**src/rtl/saph_fpu_arbiter.sv**
```systemverilog
// saph_fpu_arbiter: round-robin sharing of one fixed-latency FPU among
// NUM_REQ requesters. A tag shift register running in lock-step with the FPU
// pipeline records the owner of each in-flight slot and steers the result back
// to it. Modes the FPU lacks never enter the FPU; they ride the tag pipe as
// error entries so that responses stay in issue order.
module saph_fpu_arbiter #(
    parameter int NUM_REQ = 4,
    parameter int LATENCY = 2,
    parameter int FW      = 32
) (
    input  logic                 clk,
    input  logic                 rst_n,
    input  logic [NUM_REQ-1:0]   req_valid,
    output logic [NUM_REQ-1:0]   req_ready,
    input  logic [2*NUM_REQ-1:0] req_mode,
    input  logic [FW*NUM_REQ-1:0] req_lhs,
    input  logic [FW*NUM_REQ-1:0] req_rhs,
    output logic [NUM_REQ-1:0]   resp_valid,
    output logic                 resp_err,
    output logic [FW-1:0]        resp_res,
    output logic                 fpu_d_trig,
    output logic [1:0]           fpu_d_mode,
    output logic [FW-1:0]        fpu_d_lhs,
    output logic [FW-1:0]        fpu_d_rhs,
    input  logic                 fpu_d_ready,
    input  logic [3:0]           fpu_has_modes,
    input  logic                 fpu_q_trig,
    input  logic [FW-1:0]        fpu_q_res,
    output logic                 err_desync
);

    localparam int IW = (NUM_REQ > 1) ? $clog2(NUM_REQ) : 1;
    localparam int PL = (LATENCY > 0) ? LATENCY : 1;

    logic [IW-1:0] ptr_r;
    logic          win_found_s;
    logic [IW-1:0] win_idx_s;
    logic [1:0]    win_mode_s;
    logic [FW-1:0] win_lhs_s;
    logic [FW-1:0] win_rhs_s;
    logic          xfer_s;
    logic          unsup_s;
    logic [IW-1:0] ptr_next_s;
    logic          fin_v_s;
    logic          fin_e_s;
    logic [IW-1:0] fin_i_s;
    logic          exp_q_s;
    logic          err_desync_r;

    // Winner search: first valid requester at or after the pointer, wrapping.
    always_comb begin
        int cand;
        win_found_s = 1'b0;
        win_idx_s   = {IW{1'b0}};
        cand        = 0;
        for (int i = 0; i < NUM_REQ; i++) begin
            cand = int'(ptr_r) + i;
            if (cand >= NUM_REQ) begin
                cand = cand - NUM_REQ;
            end else begin
                cand = cand;
            end
            if (!win_found_s && req_valid[cand]) begin
                win_found_s = 1'b1;
                win_idx_s   = IW'(cand);
            end else begin
                win_found_s = win_found_s;
            end
        end
    end

    // Winner's operation fields; zero when nobody is requesting.
    always_comb begin
        if (win_found_s) begin
            win_mode_s = req_mode[int'(win_idx_s)*2 +: 2];
            win_lhs_s  = req_lhs[int'(win_idx_s)*FW +: FW];
            win_rhs_s  = req_rhs[int'(win_idx_s)*FW +: FW];
        end else begin
            win_mode_s = 2'b00;
            win_lhs_s  = {FW{1'b0}};
            win_rhs_s  = {FW{1'b0}};
        end
    end

    // Transfer qualification; everything is held off while reset is asserted.
    always_comb begin
        xfer_s  = rst_n & win_found_s & fpu_d_ready;
        unsup_s = ~fpu_has_modes[win_mode_s];
        if (win_idx_s == IW'(NUM_REQ - 1)) begin
            ptr_next_s = {IW{1'b0}};
        end else begin
            ptr_next_s = win_idx_s + IW'(1);
        end
    end

    // Accept goes only to the winner and simply mirrors FPU readiness.
    always_comb begin
        req_ready = {NUM_REQ{1'b0}};
        if (rst_n && win_found_s) begin
            req_ready[win_idx_s] = fpu_d_ready;
        end else begin
            req_ready = {NUM_REQ{1'b0}};
        end
    end

    // Issue side toward the FPU; unsupported modes complete without a trigger.
    always_comb begin
        fpu_d_trig = xfer_s & ~unsup_s;
        fpu_d_mode = win_mode_s;
        fpu_d_lhs  = win_lhs_s;
        fpu_d_rhs  = win_rhs_s;
    end

    // Round-robin pointer: advance past the winner on every transfer.
    always_ff @(posedge clk or negedge rst_n) begin
        if (!rst_n) begin
            ptr_r <= {IW{1'b0}};
        end else if (xfer_s) begin
            ptr_r <= ptr_next_s;
        end else begin
            ptr_r <= ptr_r;
        end
    end

    generate
        if (LATENCY > 0) begin : g_pipe
            logic [PL-1:0] tv_r;
            logic [PL-1:0] te_r;
            logic [IW-1:0] ti_r [PL];

            // Tag shift register; never stalls because the FPU is fixed-latency.
            always_ff @(posedge clk or negedge rst_n) begin
                if (!rst_n) begin
                    tv_r <= {PL{1'b0}};
                    te_r <= {PL{1'b0}};
                    for (int s = 0; s < PL; s++) begin
                        ti_r[s] <= {IW{1'b0}};
                    end
                end else begin
                    tv_r[0] <= xfer_s;
                    te_r[0] <= unsup_s;
                    ti_r[0] <= win_idx_s;
                    for (int s = 1; s < PL; s++) begin
                        tv_r[s] <= tv_r[s-1];
                        te_r[s] <= te_r[s-1];
                        ti_r[s] <= ti_r[s-1];
                    end
                end
            end

            assign fin_v_s = tv_r[PL-1];
            assign fin_e_s = te_r[PL-1];
            assign fin_i_s = ti_r[PL-1];
        end else begin : g_bypass
            assign fin_v_s = xfer_s;
            assign fin_e_s = unsup_s;
            assign fin_i_s = win_idx_s;
        end
    endgenerate

    // Response steering from the final tag stage.
    always_comb begin
        resp_valid = {NUM_REQ{1'b0}};
        if (fin_v_s) begin
            resp_valid[fin_i_s] = 1'b1;
        end else begin
            resp_valid = {NUM_REQ{1'b0}};
        end
        resp_err = fin_v_s & fin_e_s;
        if (fin_v_s && !fin_e_s) begin
            resp_res = fpu_q_res;
        end else begin
            resp_res = {FW{1'b0}};
        end
        exp_q_s = fin_v_s & ~fin_e_s;
    end

    // Sticky flag: the FPU result strobe disagreed with what the tags predict.
    always_ff @(posedge clk or negedge rst_n) begin
        if (!rst_n) begin
            err_desync_r <= 1'b0;
        end else if (fpu_q_trig != exp_q_s) begin
            err_desync_r <= 1'b1;
        end else begin
            err_desync_r <= err_desync_r;
        end
    end

    assign err_desync = err_desync_r;

endmodule
```
**config.mk**
```make
export PLATFORM = sky130hd
export DESIGN_NAME = saph_fpu_arbiter
export DESIGN_NICKNAME = d
export VERILOG_FILES = /design/src/rtl/saph_fpu_arbiter.sv
export SDC_FILE = /design/constraint.sdc
export NUM_CORES = 1
export LEC_CHECK = 0
export ABC_AREA = 1
export CELL_PAD_IN_SITES_DETAIL_PLACEMENT = 1
export CELL_PAD_IN_SITES_GLOBAL_PLACEMENT = 1
export CORE_AREA = 2 2 160 162
export CTS_BUF_LIST = sky130_fd_sc_hd__clkbuf_16
export DETAILED_ROUTE_END_ITERATION = 8
export DIE_AREA = 0 0 162 164
export MAX_ROUTING_LAYER = met4
export PLACE_DENSITY = 0.81
export SYNTH_ARGS = -nofsm -noshare
export SYNTH_HDL_FRONTEND = slang
export SYNTH_SLANG_ARGS = --single-unit
```
**constraint.sdc**
```tcl
create_clock -name clk -period 6.3 [get_ports clk]
set_input_delay 1.26 -clock clk [delete_from_list [all_inputs] [get_ports clk]]
set_output_delay 1.26 -clock clk [all_outputs]
set_load 0.005 [all_outputs]
```
* Word-level counts from Yosys, hierarchy flattened
Cells that the tools add are included.
Storage, ports and cells: output and inout bits 109, bits of input ports 308, register bits after elaboration 11, logic and storage cells 88
Cells by class: reduce and logical (&&, ||, !) cells 11, add/subtract/negate cells 8, equality and inequality tests 2, muxes and demuxes 37, magnitude comparators 13, bitwise operators 8, shift-type cells 3
Operators with widths (number):
- $shiftx 128x8->32 | 2
- $mux 32 | 7
- $lt 32x4->1 const B | 4
- $mux 1 | 15
- $mux 2 | 6
- $sub 3x3->4 const B | 3
- $bmux 1 s2 | 5
- $ge 3x3->1 const B | 3
- $lt 2x3->1 const B | 3
- $mux 4 | 2
- $shiftx 8x4->2 | 1
- $logic_and 1x1->1 | 7
- $add 2x2->3 const B | 2
- $and 1x1->1 | 5
- $and 4x4->4 | 1
- $demux 1 s2 | 2
- $ge 2x1->1 const B | 2
- $logic_not 1->1 | 4
- $sub 2x3->4 const B | 1
- $add 2x1->3 const B | 1
- $ge 2x3->1 const B | 1
- $add 2x1->2 const B | 1
- $eq 2x2->1 const B | 1
- $not 1->1 | 2
- $ne 1x1->1 | 1

* Depth between registers and ports, before layout
word-level depth 21, gate-level depth with buffers 17, gate-level depth less buffers 17

* Least setup slack after synthesis
OpenSTA, ideal clock, no wires.
path type input-to-output, start point input req_valid[3], end point output req_ready[1], arrival time 2.625 ns, buffers on the path 2, required time 5.040 ns, slack 2.415 ns, cell stages on the path 14, cell sequence inv_1 > nand2_2 > nand3_1 > nand2_2 > inv_2 > nand2_2 > nand2_4 > nand3_4 > inv_2 > buf_2 > buf_2 > ha_1 > nand2_1 > nor2_1
Between the ends: word-level cells in the longest chain between the ends 19, elaborated cells on any way between the ends 34, those cells by class 2 x order compare; 23 x mux; 1 x bitwise; 8 x reduce/logical
Ends and longest elaborated chain:
- from (decl) | RTL line 13 | input logic [NUM_REQ-1:0] req_valid,
- $bmux 1 s2 | RTL line 63 | if (!win_found_s && req_valid[cand]) begin
- $mux 1 (not written as such) (2 in a row) | RTL line 63
- $mux 1 | RTL line 63
- $logic_not 1->1 | RTL line 63
- $logic_and 1x1->1 | RTL line 63
- $mux 1 | RTL line 63
- $logic_not 1->1 | RTL line 63
- $logic_and 1x1->1 | RTL line 63
- (+3 left out)
- $mux 2 * | RTL line 63
- named net win_idx_s[0] | RTL line 37 | logic [IW-1:0] win_idx_s;
- $lt 2x3->1 (not written as such) or $ge 2x1->1 (tied branches) | RTL line 100 | req_ready[win_idx_s] = fpu_d_ready;
- $logic_and 1x1->1 (not written as such) | RTL line 100
- $mux 1 (not written as such) | RTL line 100
- $demux 1 s2 * | RTL line 100
- $and 4x4->4 (no source line) *
- $mux 4 * | RTL line 99 | if (rst_n && win_found_s) begin
- to (decl) | RTL line 14 | output logic [NUM_REQ-1:0] req_ready,
The timed path passes the listed nets; every way through them passes the cells marked *. The select of a mux whose other input is x is not followed.

* Worst setup path in the final report
start point input req_valid[3], end point output fpu_d_trig
Between the ends: word-level cells in the longest chain between the ends 18, elaborated cells on any way between the ends 33, those cells by class 1 x shift; 23 x mux; 3 x bitwise; 6 x reduce/logical
Ends and longest elaborated chain:
- $bmux 1 s2 | RTL line 63
- $mux 1 (not written as such) (2 in a row) | RTL line 63
- $mux 1 | RTL line 63
- $logic_not 1->1 | RTL line 63
- $logic_and 1x1->1 | RTL line 63
- $mux 1 | RTL line 63
- $logic_not 1->1 | RTL line 63
- $logic_and 1x1->1 | RTL line 63
- $mux 1 | RTL line 63
- $logic_not 1->1 | RTL line 63
- $logic_and 1x1->1 | RTL line 63
- $mux 2 | RTL line 63
- $shiftx 8x4->2 | RTL line 75 | win_mode_s = req_mode[int'(win_idx_s)*2 +: 2];
- $mux 2 | RTL line 74 | if (win_found_s) begin
- $bmux 1 s2 | RTL line 88 | unsup_s = ~fpu_has_modes[win_mode_s];
- $mux 1 (not written as such) | RTL line 88
- $and 1x1->1 * | RTL line 108 | fpu_d_trig = xfer_s & ~unsup_s;
- to (decl) | RTL line 21 | output logic fpu_d_trig,
Mark *: on every way between the ends. The rest lies on a longest branch, timed or not. The select of a mux whose other input is x is not followed.

==> results.md <==
* Status: finished clean
* Routed Antenna Nets at 0
* Count of different cell masters after synthesis at 28
* Static Leak at 3.15 nW
* DRC at 0
* Worst-Margin Slew at slightly above 0.8 ns
* Top_reg_cell synth: dfrtp_1
* CTS tree: built
* Netlist Area Pre-Place at 3490 sq um
* PD cells at slightly below 700 nW/um^2
* Vias per inst at 4.31
* Final period util at 87.2%
* Global-route wire length before repair at 32.8 mm
* YS warnings at 0
* I/O Buffers at approximately 420
* Highest clock rate at 0.182 GHz
* Count of state elements after synthesis at 11
* Fillers at 3125
* Gpl congestion at a little over 0.8
* Clk_skew at ~0.003 ns
* Gr usage total at 16.1%
* CP Max Fanout at 65
* Detailed Routing Iterations Pass 1 at 4
* Final instance area at 8000 sq um
* Max_slew headroom at 44.9%
* Pre-CTS setup slack at about 0.8 ns
* Initial antenna violation count at 3
* Seq/Total Area, Yosys at under 10%
* Vias at roughly 5900
* NumNets Final at about 1300
* Setup CP Type: in2out
* Startpoint types: input port
* Root buffer cell: clkbuf_16
* Hold buffers post-CTS at 0
* Vias in the first global route at 5969
* Final Util at 32.2%
* Final setup fails at 0
* Unrepaired setup endpoints after global routing: false
* Global route overflow at 0
* Most frequent cells in the layout: clkdlybuf4s50_1 (416), nor2_1 (168), a21oi_1 (65)
* Setup Total Neg Slack at 0 ns
* Routed WL at between 20 and 25 mm
* Reg clk slew, reported paths at 0.04 ns
* Average size of a mapped cell at ~5.4 sq um
* Crit path DAT at 4.23 ns
* Dpl cells at 1353
* Maxcap violations at 0
* Worst setup margin at 0.809 ns
* Fin. max-slew vios at 0
* Layout cells sized above 1 at 8.67%
* Maximum clock path buffer count at 2
* Die Width at 162 um
* Final hold violations at 0
* Largest net degree at the start of global routing at 71
* Clock buffer count from CTS at 3
* Initial Util at 14.1%
* Setup Fix Bufs, Post-CTS at 0
* H-tree level count at 1
* Chip height at 164 um
* I/O Pins at 417
* Syn_nets at between 900 and 1000
* EDFF count, synth at 0
* Non-Filler Instances at 1360
* Clk_lat worst skew at ~0.24 ns
* DPL Wire Length at 18.7 mm
* Clk sink count at 11
* Crit path time final at 5.49 ns
* Peak VDD IR at 0.602 mV
* Die area at 26600 sq um
* CP Capture Type: output port
* Core area at 24800 sq um
* Gate Count Post-Synth at 650
* DP Area at around 8000 sq um
* Resized cells post-CTS at 0
* Most common cell after layout, fill and taps aside: clkdlybuf4s50_1
* Area Overhead vs Synth at 129%
* Worst Hold Class: reg2reg
* Iter 0 DRT Violations at 177
* Required @ worst endpoint at a little over 5 ns
* Post-DR wirelength/cell at 16.6 um
* Row count at 58
* Post-synth ARST share at 100%
worst max-delay path, stage by stage:
cell	delay, ns
clkdlybuf4s50_1	0.43
inv_1	0.10
nand2_2	0.06
nand3_1	0.14
nand2_2	0.11
nor2_4	0.15
nand3_2	0.27
nand3_4	0.23
buf_12	0.27
nand2_1	0.12
nand2_1	0.08
nand2_1	0.05
nand3_1	0.11
nand2_1	0.07
nand3_1	0.07
nand2_1	0.07
nor2_1	0.11
clkdlybuf4s50_1	0.52
registers in the layout, summed over array words and instances (netlist names):
register     count
g_pipe.te_r      2
ptr_r            2
err_desync       1
g_pipe.tv_r      2
fin_i_s          2
g_pipe.ti_r      2
stage by stage:
stage / power (mW) / hold slack, ns
after global placement: 5.37 / 0.332
after global routing: 6.04 / 0.372
after floorplan: 2.91 / 0.331
after CTS: 5.57 / 0.356
after detailed placement: 5.42 / 0.336
final: 5.48 / 0.355
where the power goes:
group / switching (mW) / internal, mW
clock network: 0.0302 / 0.0832
registers: 0.0278 / 0.101
logic: 2.62 / 2.62
total: 2.68 / 2.81
metal layers:
metal / GRT usage [%] / vias to the layer above / part of all wire [%]
li1: - / 2903 / -
met1: 18.1 / 2650 / 40
met2: 28.6 / 280 / 50
met3: 4.34 / 24 / 8.3
met4: 3.46 / 0 / 1.9
met5: - / - / 0
cells in the mapped netlist (4+ instances only):
cell type | n | area, sq um
nand2_2 | 6 | 37.5
buf_2 | 32 | 160
o21ai_0 | 44 | 220
nand3_2 | 5 | 50.1
nor3_1 | 4 | 20.0
inv_1 | 55 | 206
inv_2 | 5 | 18.8
nand2_1 | 53 | 199
nor2_1 | 168 | 631
o211ai_1 | 64 | 480
buf_6 | 5 | 56.3
clkbuf_1 | 10 | 37.5
a21oi_1 | 65 | 325
o21ai_1 | 24 | 120
ha_1 | 4 | 50.1
dfrtp_1 | 11 | 275
or2_2 | 54 | 338
nand3_1 | 14 | 70.1
nand4_1 | 5 | 31.3
buf_4 | 6 | 45.0
or2_0 | 9 | 56.3
kinds of logic after synthesis:
kind of cell	count (synthesis)	synth area share [%]
adders and majority gates	4	1.43
DFF	11	7.89
and+or+nand+nor	322	42.4
AOI/OAI and AO/OA	198	33.1
buffers and inverters	115	15.2
cell type report:
class / count / area, sq um / share of cell area (%)
antenna: 3 / 7.51 / 0.0938
clock buffer: 3 / 75.1 / 0.938
clock inverter: 1 / 3.75 / 0.0469
inverter: 61 / 231 / 2.89
multi-input combinational: 524 / 2690 / 33.6
sequential: 11 / 275 / 3.44
tap: 330 / 413 / 5.16
timing repair buffer: 427 / 4310 / 53.8
path summary, 6_finish.rpt:
| path | startpoint | to | slack [ns] | cells past startpoint |
|---|---|---|---|---|
| min in group asynchronous | rst_n | g_pipe.tv_r[1] | 1.38 | 1 |
| hold reg to reg | g_pipe.ti_r[2] | fin_i_s[0] | 0.36 | 0 |
| max in group asynchronous | rst_n | fin_i_s[1] | 4.57 | 1 |
| hold / removal | g_pipe.ti_r[2] | fin_i_s[0] | 0.36 | 0 |
| setup reg to reg | ptr_r[0] | g_pipe.te_r[0] | 3.53 | 16 |
| setup / recovery | req_valid[3] | fpu_d_trig | 0.81 | 18 |
(Power assumes the default switching activity.)
